===== src/rtl/bus_pkg.sv =====
// Shared state encoding, default widths and address-to-index helper for the
// control-bus slave decoder.
package bus_pkg;

   localparam logic [1:0] ST_IDLE   = 2'd0;
   localparam logic [1:0] ST_ACCESS = 2'd1;
   localparam logic [1:0] ST_RESP   = 2'd2;

   localparam int DEF_ADDR_W  = 16;
   localparam int DEF_SEL_W   = 3;
   localparam int DEF_N_SLV   = 8;
   localparam int DEF_DATA_W  = 32;
   localparam int DEF_TIMEOUT = 255;

   // Upper bounds for the width-agnostic index helper below
   localparam int MAX_ADDR_W = 64;
   localparam int MAX_SEL_W  = 8;

   // Returns the top sel_w bits of an addr_w-bit address, right-aligned.
   function automatic logic [MAX_SEL_W-1:0] slv_idx(
      input logic [MAX_ADDR_W-1:0] addr,
      input int                    addr_w,
      input int                    sel_w
   );
      logic [MAX_ADDR_W-1:0] shifted;
      logic [MAX_ADDR_W-1:0] mask;
      shifted = addr >> (addr_w - sel_w);
      mask    = (64'd1 << sel_w) - 64'd1;
      return MAX_SEL_W'(shifted & mask);
   endfunction

endpackage


===== src/rtl/slave_sel_decode.sv =====
// Combinational index-to-one-hot decoder with an in-range flag; generalises
// the original fixed 3-bit module-select decoder.
module slave_sel_decode #(
   parameter int SEL_W = 3,
   parameter int N_SLV = 8
) (
   input  logic [SEL_W-1:0] idx,
   input  logic             en,
   output logic [N_SLV-1:0] sel,
   output logic             hit
);

   for (genvar i = 0; i < N_SLV; i++) begin : g_sel
      assign sel[i] = en && (idx == SEL_W'(i));
   end

   // Indices at or above N_SLV decode to no slave; the caller turns that into an error
   assign hit = (32'(idx) < 32'(N_SLV));

endmodule


===== src/rtl/bus_slave_decoder.sv =====
// Registered single-master to multi-slave control-bus decoder: holds the one-hot
// select for the whole access, waits for the slave acknowledge, returns data/error.
module bus_slave_decoder
   import bus_pkg::*;
#(
   parameter int ADDR_W  = DEF_ADDR_W,
   parameter int SEL_W   = DEF_SEL_W,
   parameter int N_SLV   = DEF_N_SLV,
   parameter int DATA_W  = DEF_DATA_W,
   parameter int TIMEOUT = DEF_TIMEOUT
) (
   input  logic                    CLK,
   input  logic                    RST,
   input  logic                    REQ,
   input  logic                    WE,
   input  logic [ADDR_W-1:0]       ADDR,
   input  logic [DATA_W-1:0]       WDATA,
   output logic                    ACK,
   output logic                    ERR,
   output logic [DATA_W-1:0]       RDATA,
   output logic                    BUSY,
   output logic [N_SLV-1:0]        SLV_SEL,
   output logic [ADDR_W-SEL_W-1:0] SLV_ADDR,
   output logic                    SLV_WE,
   output logic [DATA_W-1:0]       SLV_WDATA,
   input  logic [N_SLV-1:0]        SLV_ACK,
   input  logic [N_SLV*DATA_W-1:0] SLV_RDATA
);

   localparam int TMR_W = (TIMEOUT < 1) ? 1 : $clog2(TIMEOUT + 1);
   localparam int LO_W  = ADDR_W - SEL_W;

   if (N_SLV < 1 || N_SLV > (1 << SEL_W)) begin : g_bad_nslv
      $error("bus_slave_decoder: N_SLV out of range for SEL_W");
   end

   logic [1:0]        state;
   logic [TMR_W-1:0]  timer;
   logic [SEL_W-1:0]  req_idx;
   logic [N_SLV-1:0]  dec_sel;
   logic              dec_hit;
   logic              dec_en;
   logic              ack_hit;
   logic              tmo;
   logic [DATA_W-1:0] sel_rdata;

   assign req_idx = SEL_W'(slv_idx(MAX_ADDR_W'(ADDR), ADDR_W, SEL_W));
   assign dec_en  = REQ && (state == ST_IDLE);

   slave_sel_decode #(
      .SEL_W (SEL_W),
      .N_SLV (N_SLV)
   ) u_dec (
      .idx (req_idx),
      .en  (dec_en),
      .sel (dec_sel),
      .hit (dec_hit)
   );

   // Masking with the registered select makes acks from other slaves invisible
   assign ack_hit = |(SLV_ACK & SLV_SEL);

   always_comb begin
      sel_rdata = '0;
      for (int i = 0; i < N_SLV; i++) begin
         if (SLV_SEL[i]) sel_rdata = sel_rdata | SLV_RDATA[i*DATA_W +: DATA_W];
      end
   end

   assign tmo  = (TIMEOUT != 0) && (timer == TMR_W'(TIMEOUT));
   assign BUSY = (state != ST_IDLE);

   always_ff @(posedge CLK or posedge RST) begin
      if (RST) begin
         state     <= ST_IDLE;
         timer     <= '0;
         ACK       <= 1'b0;
         ERR       <= 1'b0;
         RDATA     <= '0;
         SLV_SEL   <= '0;
         SLV_ADDR  <= '0;
         SLV_WE    <= 1'b0;
         SLV_WDATA <= '0;
      end else begin
         case (state)
            ST_IDLE: begin
               if (REQ) begin
                  if (dec_hit) begin
                     SLV_SEL   <= dec_sel;
                     SLV_ADDR  <= ADDR[LO_W-1:0];
                     SLV_WE    <= WE;
                     SLV_WDATA <= WDATA;
                     timer     <= '0;
                     state     <= ST_ACCESS;
                  end else begin
                     ERR   <= 1'b1;
                     RDATA <= '0;
                     ACK   <= 1'b1;
                     state <= ST_RESP;
                  end
               end
            end
            ST_ACCESS: begin
               // Acknowledge is tested first so it wins on the timeout cycle
               if (ack_hit) begin
                  RDATA   <= sel_rdata;
                  ERR     <= 1'b0;
                  ACK     <= 1'b1;
                  SLV_SEL <= '0;
                  state   <= ST_RESP;
               end else if (tmo) begin
                  RDATA   <= '0;
                  ERR     <= 1'b1;
                  ACK     <= 1'b1;
                  SLV_SEL <= '0;
                  state   <= ST_RESP;
               end else if (timer != '1) begin
                  timer <= timer + 1'b1;
               end
            end
            ST_RESP: begin
               ACK   <= 1'b0;
               ERR   <= 1'b0;
               state <= ST_IDLE;
            end
            default: begin
               ACK     <= 1'b0;
               ERR     <= 1'b0;
               SLV_SEL <= '0;
               state   <= ST_IDLE;
            end
         endcase
      end
   end

endmodule


===== config.mk =====
export PLATFORM = sky130hd
export DESIGN_NAME = bus_slave_decoder
export DESIGN_NICKNAME = d
export VERILOG_FILES = /design/src/rtl/bus_pkg.sv /design/src/rtl/slave_sel_decode.sv /design/src/rtl/bus_slave_decoder.sv
export SDC_FILE = /design/constraint.sdc
export NUM_CORES = 1
export LEC_CHECK = 0
export BUFFER_PORTS_ARGS = -buffer_cell sky130_fd_sc_hd__buf_2
export CAP_MARGIN = 20
export CORE_AREA = 2 2 159 161
export CTS_CLUSTER_DIAMETER = 40
export DETAILED_ROUTE_END_ITERATION = 7
export DIE_AREA = 0 0 161 163
export HOLD_SLACK_MARGIN = 0.08
export MAX_ROUTING_LAYER = met4
export PLACE_DENSITY_LB_ADDON = 0.1
export SLEW_MARGIN = 10
export SYNTH_ARGS = -nofsm -noshare
export SYNTH_HDL_FRONTEND = slang
export SYNTH_HIERARCHICAL = 1
export SYNTH_SLANG_ARGS = --single-unit
export TNS_END_PERCENT = 1

===== constraint.sdc =====
create_clock -name CLK -period 4.95 [get_ports CLK]
set_input_delay 0.99 -clock CLK [delete_from_list [all_inputs] [get_ports CLK]]
set_output_delay 0.99 -clock CLK [all_outputs]
set_load 0.03 [all_outputs]

==> flow_metrics.py, run 1 <==
metrics = {
    "run_status": {
        "status": "finished, final reports clean",
    },
    "worst_hold_path": {
        "min_delay_path_depth": 2,
        "hp-class": "flop to flop",
        "min_to": "SLV_WDATA[23]",
        "min_from": "SLV_WDATA[23]",
    },
    "floorplanning": {
        "die_area_sq_um": 26240,
        "rows": 58,
        "core_sq_um": 24670,
        "pin_count": 405,
        "start_util_pct": 21.33,
        "die_y_um": 163,
        "die_width_um": 161,
    },
    "placed_design": {
        "dp_hpwl_um": 19870,
        "gp_congestion": 0.8170,
        "numPortBuffers": 404,
    },
    "drt": {
        "drcViolationCount": 0,
        "dr.pass1.iters": 5,
        "drt_wl_total_um": 26250,
        "drtIter0Drc": 448,
        "ant_nets": 0,
        "wl_per_cell_um": 20.65,
        "via_count": 6066,
        "viasPerCell": 4.773,
    },
    "clock_network": {
        "cts_buffer_depth": 2,
        "clock-sinks": 98,
        "cts_resized": 0,
        "cts_hold_buf": 0,
        "cts_max_level": 3,
        "cts_made_buffers": 9,
        "cts_root_buffer": "clkbuf_16",
        "cts_tree": "yes",
        "cts_setup_buffers": 0,
        "insertion_delay_ns": 0.34,
        "clk_pin_slew_worst_paths_ns": 0.06,
    },
    "finish": {
        "area_growth_pct": 49.33,
        "nFillCells": 2686,
        "drive_gt1_share_pct": 47.72,
        "num_antenna_cells": 0,
        "fin_nets": 1256,
    },
    "critical_path": {
        "worstSetupStartpointType": "primary input",
        "cp.depth": 6,
        "path_cells": "buf_2, a22o_1, or4_4, o31ai_4, buf_4, a22o_1",
        "slowest_delay_ns": 0.66,
        "path_class": "primary input to flop",
        "r2r_cells": 5,
        "regToRegSetupSlack_ns": 2.42,
        "cpMostUsedCell": "a22o_1",
        "critPathBufInv": 2,
        "r2r_end": "RDATA[9]",
        "cp-end-kind": "flop",
        "cp_max_fo": 25,
        "r2r_start": "SLV_SEL[3]",
        "critPathArrivalTime_ns": 3.07,
        "crit_slowest_cell": "or4_4",
        "required_ns": 5.22,
        "cpLargestDelayFamily": "compound AO/OA/AOI/OAI gates",
    },
    "global_route": {
        "antenna_found_initial": 0,
        "grt_pass1_vias": 6104,
        "gr-usage-met3_pct": 3.361,
        "use_met2_pct": 30.22,
        "grt-busiest-layer": "met2",
        "grt_usage_pct": 19.58,
        "grt_pass1_wl_um": 37780,
        "use_met1_pct": 26.28,
        "grt_max_degree": 71,
        "gr-total-overflow": 0,
    },
    "timing": {
        "rsz0062_at_grt": "false",
        "timing.fmax_mhz": 357.7,
        "tightest_slew_ns": 0.9478,
        "final.setup.tns_ns": 0,
        "slew_headroom_pct": 36.23,
        "final.min_clock_period_ns": 2.796,
        "finalClockSkew_ns": 0.01059,
        "hold_viol": 0,
        "post-route-period-util_pct": 56.48,
        "whs_ns": 0.4708,
        "report.final.setup_viol": 0,
        "drv_slew": 0,
    },
    "synth": {
        "synth_area_per_cell_sq_um": 9.331,
        "synth_seq_area_share_pct": 46.60,
        "synthDistinctLibCells": 36,
        "syn-num-nets": 881,
        "synth-seq-cells": 98,
        "netlist_area_sq_um": 5263,
        "yosys_warnings": 6,
        "synthCells": 564,
    },
    "pwr": {
        "leakage_nw": 4.124,
        "vdd_drop_max_mv": 0.2642,
        "p_per_area_nw_per_um2": 418.5,
    },
    "flow_run": {
        "drv_cap": 0,
    },
}
cells in the mapped netlist (all sizes together):
library cell,count,area [sq um]
a21oi,4,20.02
or4,1,11.26
nand2b,3,18.77
or3b,1,8.760
clkbuf,46,172.7
dfrtp,98,2452
a311oi,1,8.760
and4bb,3,37.54
nand4,33,206.5
a22oi,128,960.9
conb,1,3.750
o21ai,3,15.01
nor4b,1,15.01
and4b,3,33.78
and4,1,10.01
nand3b,1,7.510
mux2i,6,60.06
inv,8,30.03
or2,1,6.260
nand2,146,548.0
buf,7,68.81
ha,1,12.51
o41ai,1,8.760
o311ai,1,8.760
nor3,4,25.02
nor2,5,21.27
o31ai,2,42.54
nor4,6,37.54
nand3,2,10.01
nand4b,1,8.760
or3,1,6.260
a22o,44,385.4
area by class of cell:
type	count	area (sq um)	share of cell area, %
Multi-Input combinational cell	405	2547	32.42
Sequential cell	98	2452	31.21
Timing Repair Buffer	417	2132	27.13
Tap cell	330	412.9	5.254
Clock buffer	10	239.0	3.041
Clock inverter	3	42.54	0.5413
Inverter	8	32.53	0.4139
cells by family (layout without fill, tap and decap cells):
kind of cell	count (synthesis)	in the layout	synth area share, %
flip-flops	98	98	46.60
adder cells (fa/ha/maj)	1	1	0.2377
other	1	1	0.07126
AND/OR/NAND/NOR	213	213	19.23
buffers and inverters	61	438	5.159
AO/OA/AOI/OAI	184	184	27.56
multiplexers	6	6	1.141
worst reg2reg max path, stage by stage (launching register included):
cell     delay [ns]
dfrtp_1        0.44
a22o_1         0.27
or4_4          0.66
o31ai_4        0.51
buf_4          0.38
a22o_1         0.20
worst max path at each step:
stage          startpoint         to
6_report       SLV_ACK[3]   RDATA[9]
5_1_grt        SLV_ACK[3]  RDATA[15]
4_1_cts        SLV_ACK[3]   RDATA[5]
3_5_place_dp   SLV_ACK[3]  RDATA[24]
3_3_place_gp   SLV_ACK[3]  RDATA[22]
2_1_floorplan         RST        ACK
registers in the layout, summed over array words and instances (netlist names), 2 cells and up:
register,flops
SLV_SEL,8
SLV_ADDR,13
SLV_WDATA,32
timer,8
state,2
RDATA,32
where the power goes:
group	switching (mW)	internal (mW)	total, mW
logic	0.971	0.444	1.41
clock network	0.298	0.397	0.695
registers	0.148	1.03	1.18
layout by cell type, fill, tap and decap left out, types with 2 or more instances in the layout:
cell,n
a22o_1,44
inv_1,7
o31ai_4,2
nor2_1,3
mux2i_1,6
nor4_1,6
and4b_2,3
nand3_1,2
buf_2,404
dfrtp_1,98
a22oi_1,128
buf_4,12
nor3_2,2
nand4_1,33
nor3_1,2
nand2b_1,3
o21ai_0,3
clkbuf_16,9
and4bb_2,3
nor2_2,2
nand2_1,146
a21oi_1,4
per-layer routing:
| metal | part of all wire (%) | wire length (um) | up-vias |
|---|---|---|---|
| met4 | 2.2 | 578 | 0 |
| li1 | - | - | 2877 |
| met5 | 0 | 0 | - |
| met3 | 6.7 | 1760 | 33 |
| met1 | 45 | 11810 | 2863 |
| met2 | 46 | 12100 | 293 |
metrics by stage:
step / power [mW] / cells / worst slack (ns) / utilization, % / instance area [sq um]
2_1_floorplan: 2.097 / 564 / 1.398 / - / 5263
3_3_place_gp: 2.619 / 1257 / 1.754 / 30.63 / 7557
3_5_place_dp: 2.616 / 1257 / 1.710 / 30.63 / 7557
4_1_cts: 3.334 / 1270 / 2.079 / 31.77 / 7839
5_1_grt: 3.520 / 1271 / 2.012 / 31.85 / 7859
6_report: 3.289 / 1271 / 2.154 / 31.85 / 7859
Power figures use the tool's default switching activity.
==> inputs of run 2 (changes only) <==
--- a/config.mk
+++ b/config.mk
@@ -7,10 +7,10 @@
 export LEC_CHECK = 0
 export BUFFER_PORTS_ARGS = -buffer_cell sky130_fd_sc_hd__buf_2
 export CAP_MARGIN = 20
-export CORE_AREA = 2 2 159 161
+export CORE_AREA = 2 2 158 160
 export CTS_CLUSTER_DIAMETER = 40
 export DETAILED_ROUTE_END_ITERATION = 7
-export DIE_AREA = 0 0 161 163
+export DIE_AREA = 0 0 160 162
 export HOLD_SLACK_MARGIN = 0.08
 export MAX_ROUTING_LAYER = met4
 export PLACE_DENSITY_LB_ADDON = 0.1
==> constraint.sdc (replaced) <==
create_clock -name CLK -period 2.8 [get_ports CLK]
set_input_delay 0.56 -clock CLK [delete_from_list [all_inputs] [get_ports CLK]]
set_output_delay 0.56 -clock CLK [all_outputs]
set_load 0.03 [all_outputs]
==> flow_metrics.py, run 2 (synthesis results as in run 1) <==
metrics = {
    "critical_path": {
        "r2r_end": "RDATA[7]",
        "worstSetupStartpointType": "flop",
        "cp_max_fo": 33,
        "critPathArrivalTime_ns": 2.39,
        "regToRegSetupSlack_ns": 0.68,
        "required_ns": 3.07,
        "cp-end-kind": "flop",
        "r2r_start": "SLV_SEL[0]",
        "path_class": "flop to flop",
        "r2r_cells": 5,
    },
    "global_route": {
        "grt_pass1_vias": 6089,
        "grt_max_degree": 99,
        "grt_usage_pct": 20.41,
        "antenna_found_initial": 3,
        "grt_pass1_wl_um": 38760,
        "gr-total-overflow": 0,
    },
    "finish": {
        "final_area_sq_um": 7916,
        "nFillCells": 2698,
        "fin_nets": 1257,
        "final_cell_mix": "buf_2, nand2_1, a22oi_1",
        "drive_gt1_share_pct": 48.25,
        "largestRegisters": "RDATA: 32 flops, SLV_WDATA: 32 flops, SLV_ADDR: 13 flops",
        "final_common_cell": "buf_2",
        "area_growth_pct": 50.43,
        "post-route-util_pct": 32.84,
    },
    "timing": {
        "post-route-period-util_pct": 75.70,
        "final.setup.tns_ns": 0,
        "report.final.setup_viol": 0,
        "tightest_slew_ns": 0.8140,
        "final.setup.worst_slack_ns": 0.6804,
        "final.min_clock_period_ns": 2.120,
        "finalClockSkew_ns": 0.01392,
        "drv_slew": 0,
        "hold_viol": 0,
        "timing.fmax_mhz": 471.8,
        "slew_headroom_pct": 45.60,
        "rsz0062_at_grt": "false",
    },
    "worst_hold_path": {
        "hp-class": "primary input to asynchronous set/reset pin",
    },
    "pwr": {
        "p_per_area_nw_per_um2": 744.8,
        "p_int_mw": 3.338,
        "design_power_total_mw": 5.896,
        "p_seq_share_pct": 35.2,
        "vdd_drop_max_mv": 0.4106,
        "swShare_pct": 43.39,
        "leakage_nw": 4.135,
        "p_switching_mw": 2.558,
        "pwr-share-comb_pct": 42.7,
        "p_clk_share_pct": 22.1,
    },
    "clock_network": {
        "clock-sinks": 98,
        "cts_resized": 0,
        "cts_setup_buffers": 0,
        "cts_root_buffer": "clkbuf_16",
        "clk_pin_slew_worst_paths_ns": 0.08,
        "cts_max_level": 3,
        "cts_hold_buf": 0,
        "cts_made_buffers": 9,
        "cts_tree": "yes",
        "cts_buffer_depth": 2,
        "insertion_delay_ns": 0.35,
    },
    "drt": {
        "drtIter0Drc": 406,
        "drcViolationCount": 0,
        "via_count": 6076,
        "drt_wl_total_um": 26660,
        "ant_nets": 0,
        "dr.pass1.iters": 5,
        "wl_per_cell_um": 20.96,
        "viasPerCell": 4.777,
    },
    "flow_run": {
        "drv_cap": 0,
    },
    "floorplanning": {
        "core_sq_um": 24110,
        "die_area_sq_um": 25920,
        "die_y_um": 162,
        "die_width_um": 160,
        "rows": 57,
        "pin_count": 405,
        "start_util_pct": 21.83,
    },
    "placed_design": {
        "dp_hpwl_um": 20030,
        "numPortBuffers": 404,
        "placed_cell_area_sq_um": 7600,
        "dp_slack_ns": 0.4740,
        "gp_congestion": 0.8293,
    },
    "run_status": {
        "status": "finished, final reports clean",
    },
}
[run 2: power by group through the flow]
stage / Combinational [mW] / Clock [mW] / Sequential, mW
2_1_floorplan: 0.910 / 0 / 2.80
3_3_place_gp: 2.56 / 0 / 2.10
3_5_place_dp: 2.56 / 0 / 2.08
4_1_cts: 2.55 / 1.37 / 2.08
5_1_grt: 2.75 / 1.43 / 2.14
6_report: 2.52 / 1.30 / 2.08
[run 2: cell type report]
class                   count  area [sq um]  share of cell area [%]
inverters                   8         33.78                  0.4267
diodes                      3         7.507                 0.09483
repair buffers            418          2152                   27.19
clock inverters             7         83.83                   1.059
flip-flops and latches     98          2456                   31.03
clock buffers               9         225.2                   2.845
well taps                 324         405.4                   5.121
multi-input cells         405          2552                   32.24
[run 2: worst max path at each step]
stage / from / endpoint / slack [ns] / cells after the start
2_1_floorplan: SLV_SEL[3] / timer[5] / 0.61 / 6
3_3_place_gp: SLV_ACK[3] / RDATA[3] / 0.49 / 6
3_5_place_dp: SLV_ACK[3] / RDATA[6] / 0.47 / 6
4_1_cts: SLV_SEL[3] / RDATA[8] / 0.71 / 5
5_1_grt: SLV_SEL[0] / RDATA[29] / 0.62 / 5
6_report: SLV_SEL[0] / RDATA[7] / 0.68 / 5
[run 2: critical path: stages, from the launching register on]
cell	delay [ns]
dfrtp_1	0.41
a22o_1	0.26
or4_4	0.64
o31ai_4	0.29
buf_12	0.23
a22o_1	0.18
[run 2: metal layers]
layer  vias to the layer above  wire length (um)  share of wire [%]  track usage, %
met3                        30              1898                7.1           4.545
met5                         -                 0                  0               -
met4                         0               590                2.2           6.880
met1                      2871             11670                 44           26.48
met2                       289             12500                 47           31.64
li1                       2886                 -                  -               -
[run 2: metrics by stage]
stage                     hold WS (ns)  cells
after floorplan                 0.4484    564
after global placement          0.4552   1253
after detailed placement        0.4570   1253
after CTS                       0.3759   1269
after global routing            0.3897   1272
final                           0.3485   1272
==> inputs of run 3 (changes only) <==
--- a/config.mk
+++ b/config.mk
@@ -7,10 +7,10 @@
 export LEC_CHECK = 0
 export BUFFER_PORTS_ARGS = -buffer_cell sky130_fd_sc_hd__buf_2
 export CAP_MARGIN = 20
-export CORE_AREA = 2 2 158 160
+export CORE_AREA = 2 2 159 161
 export CTS_CLUSTER_DIAMETER = 40
 export DETAILED_ROUTE_END_ITERATION = 7
-export DIE_AREA = 0 0 160 162
+export DIE_AREA = 0 0 161 163
 export HOLD_SLACK_MARGIN = 0.08
 export MAX_ROUTING_LAYER = met4
 export PLACE_DENSITY_LB_ADDON = 0.1
==> constraint.sdc (replaced) <==
create_clock -name CLK -period 1.8 [get_ports CLK]
set_input_delay 0.36 -clock CLK [delete_from_list [all_inputs] [get_ports CLK]]
set_output_delay 0.36 -clock CLK [all_outputs]
set_load 0.03 [all_outputs]
==> flow_metrics.py, run 3 (synthesis results as in run 1) <==
metrics = {
    "run_status": {
        "status": "finished, violations left",
        "violations": "setup timing",
    },
    "finish": {
        "final_cell_mix": "buf_2, nand2_1, a22oi_1",
        "final_area_sq_um": 8399,
        "nFillCells": 2643,
        "area_growth_pct": 59.61,
        "final_common_cell": "buf_2",
        "drive_gt1_share_pct": 50.21,
        "post-route-util_pct": 34.04,
        "fin_nets": 1280,
        "largestRegisters": "RDATA: 32 flops, SLV_WDATA: 32 flops, SLV_ADDR: 13 flops",
    },
    "worst_hold_path": {
        "min_from": "WDATA[4]",
        "hp-class": "primary input to flop",
        "min_to": "SLV_WDATA[4]",
        "min_delay_path_depth": 3,
    },
    "timing": {
        "rsz0062_at_grt": "true",
        "hold_viol": 0,
        "finalClockSkew_ns": 0.009954,
        "drv_slew": 0,
        "final.min_clock_period_ns": 2.047,
        "timing.fmax_mhz": 488.4,
        "tightest_slew_ns": 0.5003,
        "report.final.setup_viol": 53,
        "post-route-period-util_pct": 113.7,
        "final.setup.worst_slack_ns": -0.2473,
        "slew_headroom_pct": 66.58,
        "whs_ns": 0.2025,
    },
    "global_route": {
        "antenna_found_initial": 7,
        "grt_max_degree": 55,
        "grt_pass1_vias": 6155,
        "grt_usage_pct": 20.42,
        "gr-total-overflow": 0,
        "grt_pass1_wl_um": 38980,
    },
    "floorplanning": {
        "rows": 58,
        "die_y_um": 163,
        "die_area_sq_um": 26240,
        "pin_count": 405,
        "die_width_um": 161,
        "start_util_pct": 21.33,
        "core_sq_um": 24670,
    },
    "drt": {
        "drcViolationCount": 0,
        "ant_nets": 0,
        "via_count": 6263,
        "dr.pass1.iters": 5,
        "drtIter0Drc": 403,
        "wl_per_cell_um": 20.80,
        "drt_wl_total_um": 27150,
        "viasPerCell": 4.799,
    },
    "pwr": {
        "vdd_drop_max_mv": 0.8339,
        "leakage_nw": 4.347,
        "p_per_area_nw_per_um2": 1166,
    },
    "critical_path": {
        "cp-end-kind": "flop",
        "r2r_end": "RDATA[10]",
        "worstSetupStartpointType": "flop",
        "cp_max_fo": 16,
        "r2r_start": "SLV_SEL[2]",
        "regToRegSetupSlack_ns": -0.25,
        "critPathArrivalTime_ns": 2.33,
        "crit_path_start": "SLV_SEL[2]",
        "required_ns": 2.08,
        "path_class": "flop to flop",
        "r2r_cells": 6,
    },
    "clock_network": {
        "cts_buffer_depth": 2,
        "clk_pin_slew_worst_paths_ns": 0.08,
        "insertion_delay_ns": 0.34,
        "cts_max_level": 3,
        "clock-sinks": 98,
        "cts_root_buffer": "clkbuf_16",
        "cts_tree": "yes",
        "cts_made_buffers": 9,
    },
    "placed_design": {
        "placed_cell_area_sq_um": 7775,
        "numPortBuffers": 404,
        "dp_hpwl_um": 20210,
        "gp_congestion": 0.7745,
    },
    "flow_run": {
        "drv_cap": 0,
    },
}
run 3: final cells by class:
cell class / instances / area [sq um] / share of cell area (%)
multi-input cells: 406 / 2658 / 31.64
repair buffers: 440 / 2489 / 29.63
flip-flops and latches: 98 / 2456 / 29.24
well taps: 330 / 412.9 / 4.916
clock buffers: 10 / 239.0 / 2.845
clock inverters: 6 / 93.84 / 1.117
inverters: 8 / 33.78 / 0.4022
diodes: 7 / 17.52 / 0.2086
run 3: worst max-delay path: stages, from the launching register on:
cell and delay, ns:
dfrtp_1 0.40, a22o_1 0.34, or4_4 0.53, o31ai_4 0.24, buf_12 0.17, buf_16 0.16, a22o_1 0.15
run 3: worst max-delay path by stage:
stage / endpoint / slack, ns / cells past startpoint
global placement: RDATA[30] / -0.35 / 8
global route: RDATA[31] / -0.31 / 6
finish: RDATA[10] / -0.25 / 6
CTS: RDATA[10] / -0.24 / 6
detailed placement: RDATA[8] / -0.36 / 6
floorplan: timer[5] / -0.39 / 6
run 3: routing by layer:
metal  vias to the layer above  wire, um  GRT usage, %
li1                       2934         -             -
met4                         0       666         6.818
met3                        38      2338         4.838
met5                         -         0             -
met2                       333     12550         31.76
met1                      2958     11590         26.20
run 3: report_power, final:
group	internal, mW	leakage [nW]	switching, mW
combinational	1.56	2.90	2.83
sequential	2.84	1.28	0.397
clock	1.27	0.160	0.899
total	5.67	4.35	4.12
run 3: metrics by stage:
stage / power (mW) / setup WS, ns / setup TNS [ns] / instances
2_1_floorplan: 5.768 / -0.3915 / -17.24 / 564
3_3_place_gp: 7.334 / -0.3476 / -14.89 / 1272
3_5_place_dp: 7.336 / -0.3597 / -15.35 / 1272
4_1_cts: 9.965 / -0.2429 / -10.34 / 1298
5_1_grt: 10.45 / -0.3143 / -13.08 / 1305
6_report: 9.794 / -0.2473 / -10.47 / 1305
run 3: timing repair:
item,4_1_cts,5_1_grt
setup endpoints to repair,55,56
setup buffers,6,0
resized for setup,28,4
gates cloned,3,0
hold buffers,1,0
hold endpoints to repair,14,0
pin swaps,21,10
